`config.mk`:
```
export PLATFORM = sky130hd
export DESIGN_NAME = voice_allocator
export DESIGN_NICKNAME = d
export VERILOG_FILES = /design/src/rtl/synth_pkg.sv /design/src/rtl/voice_slot.sv /design/src/rtl/voice_allocator.sv
export SDC_FILE = /design/constraint.sdc
export NUM_CORES = 1
export LEC_CHECK = 0
export BUFFER_PORTS_ARGS = -buffer_cell sky130_fd_sc_hd__buf_2
export CORE_AREA = 2 2 83 85
export DETAILED_ROUTE_END_ITERATION = 12
export DIE_AREA = 0 0 85 87
export SLEW_MARGIN = 15
export SYNTH_ARGS = -nofsm -noshare
export SYNTH_HDL_FRONTEND = slang
export SYNTH_SLANG_ARGS = --single-unit
```
`constraint.sdc`:
```
create_clock -name Clock -period 3.4 [get_ports Clock]
set_input_delay 0.51 -clock Clock [delete_from_list [all_inputs] [get_ports Clock]]
set_output_delay 0.51 -clock Clock [all_outputs]
set_load 0.03 [all_outputs]
```
`src/rtl/synth_pkg.sv`:
```
// Shared types and helpers for the voice allocator.
//   alloc_state_t : allocator FSM states (IDLE -> SCAN -> COMMIT -> IDLE)
//   voice_idx_w() : width of a voice index for a given voice count
package synth_pkg;

  typedef enum logic [1:0] {
    IDLE,
    SCAN,
    COMMIT
  } alloc_state_t;

  function automatic int unsigned voice_idx_w(input int unsigned n);
    return (n > 1) ? $clog2(n) : 1;
  endfunction

endpackage

```
`src/rtl/voice_slot.sv`:
```
// One voice slot: holds run flag, note number, phase increment and a
// saturating age counter for a single wavegen instance.
// Ports:
//   clk_i, rst_ni  : clock, asynchronous active-low reset
//   load_i         : start the voice (run=1, note/incr loaded, age cleared)
//   stop_i         : stop the voice (run=0, note/incr held)
//   age_tick_i     : age+1 if running, saturating at all-ones
//   note_i, incr_i : values loaded by load_i
//   run_o, note_o, incr_o, age_o : current slot contents
module voice_slot
  import synth_pkg::*;
#(
  parameter int unsigned NOTE_WIDTH = 7,
  parameter int unsigned INCR_WIDTH = 8,
  parameter int unsigned AGE_WIDTH  = 8
) (
  input  logic                  clk_i,
  input  logic                  rst_ni,
  input  logic                  load_i,
  input  logic                  stop_i,
  input  logic                  age_tick_i,
  input  logic [NOTE_WIDTH-1:0] note_i,
  input  logic [INCR_WIDTH-1:0] incr_i,
  output logic                  run_o,
  output logic [NOTE_WIDTH-1:0] note_o,
  output logic [INCR_WIDTH-1:0] incr_o,
  output logic [AGE_WIDTH-1:0]  age_o
);

  localparam logic [AGE_WIDTH-1:0] AGE_MAX = '1;

  logic                  run_q,  run_d;
  logic [NOTE_WIDTH-1:0] note_q, note_d;
  logic [INCR_WIDTH-1:0] incr_q, incr_d;
  logic [AGE_WIDTH-1:0]  age_q,  age_d;

  always_comb begin
    run_d  = run_q;
    note_d = note_q;
    incr_d = incr_q;
    age_d  = age_q;
    if (load_i) begin
      run_d  = 1'b1;
      note_d = note_i;
      incr_d = incr_i;
      age_d  = '0;
    end else begin
      if (stop_i) run_d = 1'b0;
      if (age_tick_i && run_q && (age_q != AGE_MAX)) age_d = age_q + AGE_WIDTH'(1);
    end
  end

  always_ff @(posedge clk_i or negedge rst_ni) begin
    if (!rst_ni) begin
      run_q  <= 1'b0;
      note_q <= '0;
      incr_q <= '0;
      age_q  <= '0;
    end else begin
      run_q  <= run_d;
      note_q <= note_d;
      incr_q <= incr_d;
      age_q  <= age_d;
    end
  end

  assign run_o  = run_q;
  assign note_o = note_q;
  assign incr_o = incr_q;
  assign age_o  = age_q;

endmodule

```
`src/rtl/voice_allocator.sv`:
```
// Schedules note-on/off events onto NUM_VOICES wavegen slots. One event is
// accepted per handshake in IDLE, voices are scanned one per cycle in SCAN,
// and the decision is applied in COMMIT (with one-cycle result pulses).
// Optional feature macro: VOICE_ALLOC_STEAL_EN -- when all voices are busy,
// steal the oldest voice instead of dropping the note-on.
// Ports:
//   Clock, Reset (async, active-low)
//   EventValid/EventReady handshake; EventNoteOn, EventNote, EventIncr payload
//   VoiceRun, VoiceIncr : per-voice wavegen controls
//   AllocValid, AllocVoice, Stolen, Dropped : commit-cycle result pulses
module voice_allocator
  import synth_pkg::*;
#(
  parameter int unsigned NUM_VOICES = 2,
  parameter int unsigned NOTE_WIDTH = 7,
  parameter int unsigned INCR_WIDTH = 8,
  parameter int unsigned AGE_WIDTH  = 8,
  localparam int unsigned IDX_W     = voice_idx_w(NUM_VOICES)
) (
  input  logic                             Clock,
  input  logic                             Reset,
  input  logic                             EventValid,
  output logic                             EventReady,
  input  logic                             EventNoteOn,
  input  logic [NOTE_WIDTH-1:0]            EventNote,
  input  logic [INCR_WIDTH-1:0]            EventIncr,
  output logic [NUM_VOICES-1:0]            VoiceRun,
  output logic [NUM_VOICES*INCR_WIDTH-1:0] VoiceIncr,
  output logic                             AllocValid,
  output logic [IDX_W-1:0]                 AllocVoice,
  output logic                             Stolen,
  output logic                             Dropped
);

  localparam logic [IDX_W-1:0] LAST_IDX = IDX_W'(NUM_VOICES - 1);

  alloc_state_t          state_q, state_d;
  logic [IDX_W-1:0]      idx_q, idx_d;
  logic                  ev_on_q, ev_on_d;
  logic [NOTE_WIDTH-1:0] ev_note_q, ev_note_d;
  logic [INCR_WIDTH-1:0] ev_incr_q, ev_incr_d;
  logic                  match_found_q, match_found_d;
  logic [IDX_W-1:0]      match_idx_q, match_idx_d;
  logic                  free_found_q, free_found_d;
  logic [IDX_W-1:0]      free_idx_q, free_idx_d;
  logic                  act_load_q, act_load_d;
  logic                  act_stop_q, act_stop_d;
  logic                  alloc_valid_q, alloc_valid_d;
  logic [IDX_W-1:0]      alloc_voice_q, alloc_voice_d;
`ifdef VOICE_ALLOC_STEAL_EN
  logic                  stolen_q, stolen_d;
  logic [IDX_W-1:0]      oldest_idx_q, oldest_idx_d;
  logic [AGE_WIDTH-1:0]  oldest_age_q, oldest_age_d;
  logic [AGE_WIDTH-1:0]  cur_age;
`else
  logic                  dropped_q, dropped_d;
`endif

  logic [NUM_VOICES-1:0]                 run_w;
  logic [NUM_VOICES-1:0][NOTE_WIDTH-1:0] note_w;
  logic [NUM_VOICES-1:0][AGE_WIDTH-1:0]  age_w;
  logic [NUM_VOICES-1:0]                 load_v, stop_v, tick_v;

  logic                  cur_run;
  logic [NOTE_WIDTH-1:0] cur_note;

  for (genvar v = 0; v < NUM_VOICES; v++) begin : g_slot
    // act_* are only set while in COMMIT, so they double as commit strobes.
    assign load_v[v] = act_load_q && (alloc_voice_q == IDX_W'(v));
    assign stop_v[v] = act_stop_q && (alloc_voice_q == IDX_W'(v));
    assign tick_v[v] = act_load_q && (alloc_voice_q != IDX_W'(v));

    voice_slot #(
      .NOTE_WIDTH(NOTE_WIDTH),
      .INCR_WIDTH(INCR_WIDTH),
      .AGE_WIDTH (AGE_WIDTH)
    ) u_slot (
      .clk_i     (Clock),
      .rst_ni    (Reset),
      .load_i    (load_v[v]),
      .stop_i    (stop_v[v]),
      .age_tick_i(tick_v[v]),
      .note_i    (ev_note_q),
      .incr_i    (ev_incr_q),
      .run_o     (run_w[v]),
      .note_o    (note_w[v]),
      .incr_o    (VoiceIncr[v*INCR_WIDTH +: INCR_WIDTH]),
      .age_o     (age_w[v])
    );
  end

  assign cur_run  = run_w[idx_q];
  assign cur_note = note_w[idx_q];
`ifdef VOICE_ALLOC_STEAL_EN
  assign cur_age  = age_w[idx_q];
`else
  logic unused_age;
  assign unused_age = ^age_w;
`endif

  always_comb begin
    state_d       = state_q;
    idx_d         = idx_q;
    ev_on_d       = ev_on_q;
    ev_note_d     = ev_note_q;
    ev_incr_d     = ev_incr_q;
    match_found_d = match_found_q;
    match_idx_d   = match_idx_q;
    free_found_d  = free_found_q;
    free_idx_d    = free_idx_q;
    act_load_d    = 1'b0;
    act_stop_d    = 1'b0;
    alloc_valid_d = 1'b0;
    alloc_voice_d = alloc_voice_q;
`ifdef VOICE_ALLOC_STEAL_EN
    stolen_d      = 1'b0;
    oldest_idx_d  = oldest_idx_q;
    oldest_age_d  = oldest_age_q;
`else
    dropped_d     = 1'b0;
`endif
    unique case (state_q)
      IDLE: begin
        if (EventValid) begin
          ev_on_d       = EventNoteOn;
          ev_note_d     = EventNote;
          ev_incr_d     = EventIncr;
          idx_d         = '0;
          match_found_d = 1'b0;
          free_found_d  = 1'b0;
`ifdef VOICE_ALLOC_STEAL_EN
          oldest_idx_d  = '0;
          oldest_age_d  = '0;
`endif
          state_d       = SCAN;
        end
      end
      SCAN: begin
        if (!match_found_q && cur_run && (cur_note == ev_note_q)) begin
          match_found_d = 1'b1;
          match_idx_d   = idx_q;
        end
        if (!free_found_q && !cur_run) begin
          free_found_d = 1'b1;
          free_idx_d   = idx_q;
        end
`ifdef VOICE_ALLOC_STEAL_EN
        // Strict '>' keeps the lowest index on equal ages.
        if (cur_run && (cur_age > oldest_age_q)) begin
          oldest_idx_d = idx_q;
          oldest_age_d = cur_age;
        end
`endif
        idx_d = idx_q + IDX_W'(1);
        // Decision uses the _d values so the last voice scanned is included.
        if (idx_q == LAST_IDX) begin
          state_d = COMMIT;
          if (ev_on_q) begin
            if (match_found_d) begin
              act_load_d    = 1'b1;
              alloc_valid_d = 1'b1;
              alloc_voice_d = match_idx_d;
            end else if (free_found_d) begin
              act_load_d    = 1'b1;
              alloc_valid_d = 1'b1;
              alloc_voice_d = free_idx_d;
            end else begin
`ifdef VOICE_ALLOC_STEAL_EN
              act_load_d    = 1'b1;
              alloc_valid_d = 1'b1;
              stolen_d      = 1'b1;
              alloc_voice_d = oldest_idx_d;
`else
              dropped_d     = 1'b1;
`endif
            end
          end else if (match_found_d) begin
            act_stop_d    = 1'b1;
            alloc_valid_d = 1'b1;
            alloc_voice_d = match_idx_d;
          end
        end
      end
      COMMIT: state_d = IDLE;
      default: state_d = IDLE;
    endcase
  end

  always_ff @(posedge Clock or negedge Reset) begin
    if (!Reset) begin
      state_q       <= IDLE;
      idx_q         <= '0;
      ev_on_q       <= 1'b0;
      ev_note_q     <= '0;
      ev_incr_q     <= '0;
      match_found_q <= 1'b0;
      match_idx_q   <= '0;
      free_found_q  <= 1'b0;
      free_idx_q    <= '0;
      act_load_q    <= 1'b0;
      act_stop_q    <= 1'b0;
      alloc_valid_q <= 1'b0;
      alloc_voice_q <= '0;
    end else begin
      state_q       <= state_d;
      idx_q         <= idx_d;
      ev_on_q       <= ev_on_d;
      ev_note_q     <= ev_note_d;
      ev_incr_q     <= ev_incr_d;
      match_found_q <= match_found_d;
      match_idx_q   <= match_idx_d;
      free_found_q  <= free_found_d;
      free_idx_q    <= free_idx_d;
      act_load_q    <= act_load_d;
      act_stop_q    <= act_stop_d;
      alloc_valid_q <= alloc_valid_d;
      alloc_voice_q <= alloc_voice_d;
    end
  end

`ifdef VOICE_ALLOC_STEAL_EN
  always_ff @(posedge Clock or negedge Reset) begin
    if (!Reset) begin
      stolen_q     <= 1'b0;
      oldest_idx_q <= '0;
      oldest_age_q <= '0;
    end else begin
      stolen_q     <= stolen_d;
      oldest_idx_q <= oldest_idx_d;
      oldest_age_q <= oldest_age_d;
    end
  end
  assign Stolen  = stolen_q;
  assign Dropped = 1'b0;
`else
  always_ff @(posedge Clock or negedge Reset) begin
    if (!Reset) dropped_q <= 1'b0;
    else        dropped_q <= dropped_d;
  end
  assign Stolen  = 1'b0;
  assign Dropped = dropped_q;
`endif

  // Gated with Reset so the handshake is closed while reset is held.
  assign EventReady = (state_q == IDLE) && Reset;
  assign VoiceRun   = run_w;
  assign AllocValid = alloc_valid_q;
  assign AllocVoice = alloc_voice_q;

endmodule

```
==> results.json, run 1 <==
{
  "grt_pass1_vias": 1646,
  "seq_area_frac_synth": 0.593,
  "initial_core_util": 0.386,
  "yosysTopAreaCell": "dfrtp_1",
  "path_clk_slew_ns": 0.06,
  "p_per_area_nw_per_um2": 968,
  "viasPerCell": 4.84,
  "fp.dieW_um": 85,
  "ant_nets": 0,
  "busiest_layer": "met2",
  "avgSynthCellArea_um2": 12.1,
  "num_antenna_cells": 0,
  "routedWlPerCell_um": 14.2,
  "async_reset_ff_frac": 1.00,
  "num_io_pins": 42,
  "synthTopCellsByArea": "dfrtp_1 (59%), mux2_2 (14%), nand2_1 (8.0%), mux2i_1 (3.2%), xnor2_1 (1.4%)",
  "worst_clock_skew_ns": 0.00798,
  "use_met1": 0.180,
  "yosys_most_used_dff": "dfrtp_1",
  "critPathKind": "reg2reg",
  "sw_frac_of_total": 0.388,
  "critPathMaxFanout": 14,
  "tns_ns": 0,
  "drc_errors": 0,
  "multi_input_comb_area_um2": 950,
  "clkLatencyLatePin_ns": 0.33,
  "antenna_found_initial": 0,
  "cts_tree": "built",
  "dpl.hpwl_um": 3170,
  "drt_wl_total_um": 4810,
  "p_int_mw": 1.75,
  "maxCapViolCount": 0,
  "grt-ovfl-total": 0,
  "syn_area_um2": 2530,
  "cts_setup_buffers": 0,
  "pre_cts_ws_ns": 1.35,
  "maxSlewViolCount": 0,
  "cts_hold_repair.buffers": 0,
  "die_y_um": 87,
  "grt_start_max_net_pins": 61,
  "cts.path.max_buffers": 2,
  "seq_power_share": 0.446,
  "synth_warnings": 0,
  "vias": 1635,
  "min_path_type": "in2async",
  "synth_cells": 210,
  "cts_made_buffers": 9,
  "power_frac_comb": 0.365,
  "nNetsFinal": 272,
  "final_hold_viol_count": 0,
  "min_period_over_period": 0.606,
  "grt_pass1_wl_um": 8000,
  "area_growth_pct": 16.8,
  "first_pass_iters": 5,
  "start_kind": "flop",
  "status": "finished clean",
  "rsz0062_at_grt": "false",
  "port_buffers": 40,
  "critPathArrivalTime_ns": 2.28,
  "ir_worst_vdd_v": 0.000461,
  "yosysTopAreaCellShare": 0.593,
  "die_area_um2": 7400,
  "leakage_nw": 1.49,
  "end_kind": "flop",
  "cts_root_buf": "clkbuf_8",
  "tightest_slew_ns": 0.775,
  "nFillCells": 611,
  "row_count": 30,
  "cts_sinks": 60,
  "required_ns": 3.62,
  "relSlewSlack": 0.482,
  "period_needed_ns": 2.06,
  "yosysUniqueCellTypes": 34,
  "finalSetupViolCount": 0,
  "synth.most_common_cell": "dfrtp_1",
  "core_area_um2": 6570,
  "ys_ff_latch": 60,
  "register_area_um2": 1500,
  "p_sw_mw": 1.11,
  "fmax_ghz": 0.485,
  "drive_gt1_frac": 0.364,
  "gp_congestion": 0.733,
  "grtUsageTotal": 0.142,
  "syn-num-nets": 229,
  "synth_edf_count": 0,
  "cts_resized": 0,
  "grt_use_met2": 0.223,
  "setup_ws_ns": 1.34,
  "dr.first_iter.drc_count": 90,
  "htreeDepth": 3,
  "met3_usage": 0.0389,
  "synth_commonest_cells": "dfrtp_1 (60), nand2_1 (54), mux2_2 (31)",
  "p_clk_frac": 0.189
}
[worst max-delay path, stage by stage, from the launching register on]
cell and delay, ns:
dfrtp_1 0.74, mux2i_1 0.29, xnor2_1 0.12, nor4_4 0.37, nand3_2 0.13, mux2_4 0.30
[cell families (layout without fill, tap and decap cells)]
logic type	count (synthesis)	in the layout	share of synthesized area
XOR/XNOR	7	7	0.0242
multiplexers	40	40	0.175
AO/OA/AOI/OAI	15	15	0.0405
AND/OR/NAND/NOR	72	72	0.131
buffers and inverters	15	63	0.0341
other	1	1	0.00148
flip-flops	60	60	0.593
[state kept, by name, indices dropped and copies added, names as in the netlist]
name and cells:
state_q 2, g_slot.u_slot.incr_o 16, Dropped 1, AllocValid 1, act_load_q 1, ev_on_q 1
g_slot.u_slot.note_o 14, free_found_q 1, ev_incr_q 8, idx_q 1, match_idx_q 1, free_idx_q 1
match_found_q 1, act_stop_q 1, ev_note_q 7, AllocVoice 1, g_slot.u_slot.run_o 2
[power by group through the flow]
stage | Clock (mW) | Combinational, mW | Sequential, mW
finish | 0.541 | 1.05 | 1.28
global placement | 0 | 1.04 | 1.29
floorplan | 0 | 0.699 | 1.38
global route | 0.599 | 1.14 | 1.33
detailed placement | 0 | 1.06 | 1.29
CTS | 0.564 | 1.06 | 1.28
[cell usage in the layout (no fill, tap or decap), types with 2 or more instances in the layout]
master    instances
clkbuf_8         10
nor3b_1           2
nor2_1            4
mux2_2           31
buf_4             3
clkinv_2          4
inv_1             4
dfrtp_1          60
nand2_1          54
nor3_1            2
xor2_1            3
nand2b_1          2
o21ai_0           4
xnor2_1           4
mux2i_1           8
buf_2            40
a21oi_1           3
[metal layers]
metal	share of wire	wire (µm)	up-vias
li1	-	-	790
met1	0.45	2180	803
met2	0.48	2320	32
met3	0.044	211	10
met4	0.020	96	0
met5	0	0	-
[path summary, 6_finish.rpt]
path | start | endpoint | slack (ns) | cells past startpoint
worst max-delay path | idx_q | match_idx_q | 1.34 | 5
worst min-delay path | Reset | AllocValid | 0.34 | 2
worst max register to register | idx_q | match_idx_q | 1.34 | 5
worst min register to register | g_slot[0].u_slot.incr_o[7] | g_slot[0].u_slot.incr_o[7] | 0.48 | 2
max in group asynchronous | Reset | g_slot[1].u_slot.incr_o[3] | 2.56 | 2
min in group Clock | EventIncr[5] | ev_incr_q[5] | 0.40 | 2
[metrics by stage]
step / area, µm² / cells / total power [mW] / utilization / hold WS [ns]
CTS: 2960 / 338 / 2.91 / 0.450 / 0.372
floorplan: 2530 / 210 / 2.08 / - / 0.214
detailed placement: 2790 / 322 / 2.35 / 0.425 / 0.462
global placement: 2790 / 322 / 2.32 / 0.425 / 0.454
finish: 2960 / 338 / 2.86 / 0.450 / 0.338
global route: 2960 / 338 / 3.07 / 0.450 / 0.395
[area by class of cell]
class / count / area share
clock buffer: 11 / 0.0478
clock inverter: 5 / 0.00931
inverter: 4 / 0.00508
multi-input combinational: 135 / 0.321
sequential: 60 / 0.508
tap: 80 / 0.0338
timing repair buffer: 43 / 0.0753
Note: power is estimated with default switching activity, not from simulation.
==> run 2: changes to the inputs <==
ABC_AREA = 1   (was not set)
CORE_AREA = 2 2 84 86   (was 2 2 83 85)
DIE_AREA = 0 0 86 88   (was 0 0 85 87)
clock period = 1.97 ns   (was 3.4 ns; I/O delays follow)
==> results.json, run 2 <==
{
  "clkLatencyLatePin_ns": 0.33,
  "yosysTopAreaCellShare": 0.578,
  "period_needed_ns": 1.59,
  "ys_ff_latch": 60,
  "maxCapViolCount": 0,
  "relSlewSlack": 0.504,
  "cts_resized": 0,
  "nNetsFinal": 366,
  "yosysUniqueCellTypes": 22,
  "antenna_found_initial": 0,
  "tightest_slew_ns": 0.744,
  "worst_clock_skew_ns": 0.0106,
  "syn-num-nets": 324,
  "avgSynthCellArea_um2": 8.51,
  "stdcell_count": 432,
  "min_path_type": "in2async",
  "cts_tree": "built",
  "fp.dieW_um": 86,
  "gp_congestion": 0.746,
  "async_reset_ff_frac": 1.00,
  "leakage_nw": 1.69,
  "seq_area_frac_synth": 0.578,
  "port_buffers": 40,
  "cts.path.max_buffers": 2,
  "placedCellCount": 416,
  "power_frac_comb": 0.382,
  "synth.most_common_cell": "nand2_1",
  "die_y_um": 88,
  "synth_edf_count": 0,
  "p_per_area_nw_per_um2": 1740,
  "cts_root_buf": "clkbuf_8",
  "ir_worst_vdd_v": 0.000586,
  "critPathArrivalTime_ns": 1.80,
  "yosysTopAreaCell": "dfrtp_1",
  "required_ns": 2.18,
  "synth_cells": 305,
  "dr.first_iter.drc_count": 149,
  "row_count": 30,
  "area_growth_pct": 19.0,
  "final_area_um2": 3090,
  "viasPerCell": 4.53,
  "maxSlewViolCount": 0,
  "end_kind": "flop",
  "dpl.hpwl_um": 3330,
  "cts_hold_repair.buffers": 0,
  "initial_core_util": 0.391,
  "p_clk_frac": 0.243,
  "synthTopCellsByArea": "dfrtp_1 (58%), nand2_1 (13%), o21ai_0 (6.4%), inv_1 (5.5%), nor2_1 (3.3%)",
  "yosys_most_used_dff": "dfrtp_1",
  "synth_warnings": 0,
  "p_int_mw": 3.24,
  "routedWlPerCell_um": 11.6,
  "vias": 1959,
  "crit_start": "idx_q",
  "path_clk_slew_ns": 0.07,
  "synth_commonest_cells": "nand2_1 (89), dfrtp_1 (60), inv_1 (38)",
  "grt_pass1_vias": 1901,
  "core_area_um2": 6640,
  "r2r_slack_ns": 0.38,
  "cts_setup_buffers": 0,
  "sw_frac_of_total": 0.397,
  "total_power_mw": 5.37,
  "drt_wl_total_um": 5020,
  "grtUsageTotal": 0.151,
  "start_kind": "flop",
  "min_period_over_period": 0.808,
  "htreeDepth": 3,
  "seq_power_share": 0.376,
  "grt_pass1_wl_um": 8740,
  "rsz0062_at_grt": "false",
  "syn_area_um2": 2600,
  "status": "finished clean",
  "finalSetupViolCount": 0,
  "grt_start_max_net_pins": 61,
  "dpl_cell_area_um2": 2860,
  "nFillCells": 673,
  "die_area_um2": 7570,
  "cts_made_buffers": 9,
  "final_cell_mix": "nand2_1 (89), dfrtp_1 (60), buf_2 (40)",
  "final_common_cell": "nand2_1",
  "cts_sinks": 60,
  "final_hold_viol_count": 0,
  "p_sw_mw": 2.13,
  "largest_reg_flops": 16,
  "critPathKind": "reg2reg",
  "grt-ovfl-total": 0,
  "critPathMaxFanout": 14,
  "drc_errors": 0,
  "tns_ns": 0,
  "num_antenna_cells": 0,
  "num_io_pins": 42,
  "fmax_ghz": 0.628,
  "first_pass_iters": 4,
  "ant_nets": 0,
  "crit-reg2reg-launch": "idx_q",
  "drive_gt1_frac": 0.207
}
## run 2: cell types whose count changed after synthesis, moves of 4 or more
cell / delta
mux2i_1: -8
mux2_2: -30
nand2_1: +35
nand3_1: +13
inv_1: +34
a21oi_1: +13
nor2_1: +19
o21ai_0: +29
nand2_2: +4
xnor2_1: -4
## run 2: critical path: stages (launching register included)
cell	delay [ns]
dfrtp_1	0.39
inv_2	0.25
nand2_1	0.11
nand2_1	0.07
nand2_1	0.04
nand2_1	0.05
nand2_1	0.06
nor2_2	0.13
nand2_2	0.09
nand2_2	0.09
nand2_4	0.06
nand3_1	0.08
nand2_1	0.06
## run 2: power groups by stage
stage | Combinational (mW) | Clock, mW | Sequential [mW]
finish | 2.05 | 1.30 | 2.02
global route | 2.35 | 1.39 | 2.09
CTS | 2.08 | 1.33 | 2.02
detailed placement | 2.07 | 0 | 2.04
global placement | 2.05 | 0 | 2.03
floorplan | 1.31 | 0 | 2.31
## run 2: per-layer routing
metal | share of wire | vias up | GRT usage
met5 | 0 | - | 0
met4 | 0.011 | 0 | 0.0649
met3 | 0.037 | 2 | 0.0490
met2 | 0.47 | 33 | 0.245
met1 | 0.48 | 894 | 0.188
li1 | - | 1030 | -
## run 2: cells by family after synthesis
| family | synth area share |
|---|---|
| muxes | 0.00434 |
| AOI/OAI and AO/OA | 0.103 |
| DFF | 0.578 |
| and+or+nand+nor | 0.228 |
| buffers and inverters | 0.0853 |
| other | 0.00144 |
## run 2: per-stage QoR
step | hold slack, ns | setup slack [ns] | utilization
after floorplan | -0.0000911 | 0.551 | -
after global placement | 0.461 | 0.441 | 0.430
after detailed placement | 0.468 | 0.410 | 0.430
after CTS | 0.197 | 0.367 | 0.465
after global routing | 0.190 | 0.145 | 0.465
final | 0.182 | 0.378 | 0.465
## run 2: final cells by class
type | instances | area [µm²] | share of cell area
Timing Repair Buffer | 45 | 238 | 0.0769
Inverter | 39 | 146 | 0.0474
Clock buffer | 11 | 131 | 0.0425
Clock inverter | 5 | 100 | 0.0324
Multi-Input combinational cell | 192 | 873 | 0.283
Sequential cell | 60 | 1500 | 0.486
Tap cell | 80 | 100 | 0.0324
## run 2: path summary, 6_finish.rpt
check	to	cells after the start
setup / recovery	AllocVoice	12
hold / removal	ev_incr_q[3]	2
setup reg to reg	AllocVoice	12
hold reg to reg	g_slot[1].u_slot.incr_o[6]	2
max in group asynchronous	match_found_q	2
min in group Clock	ev_on_q	2
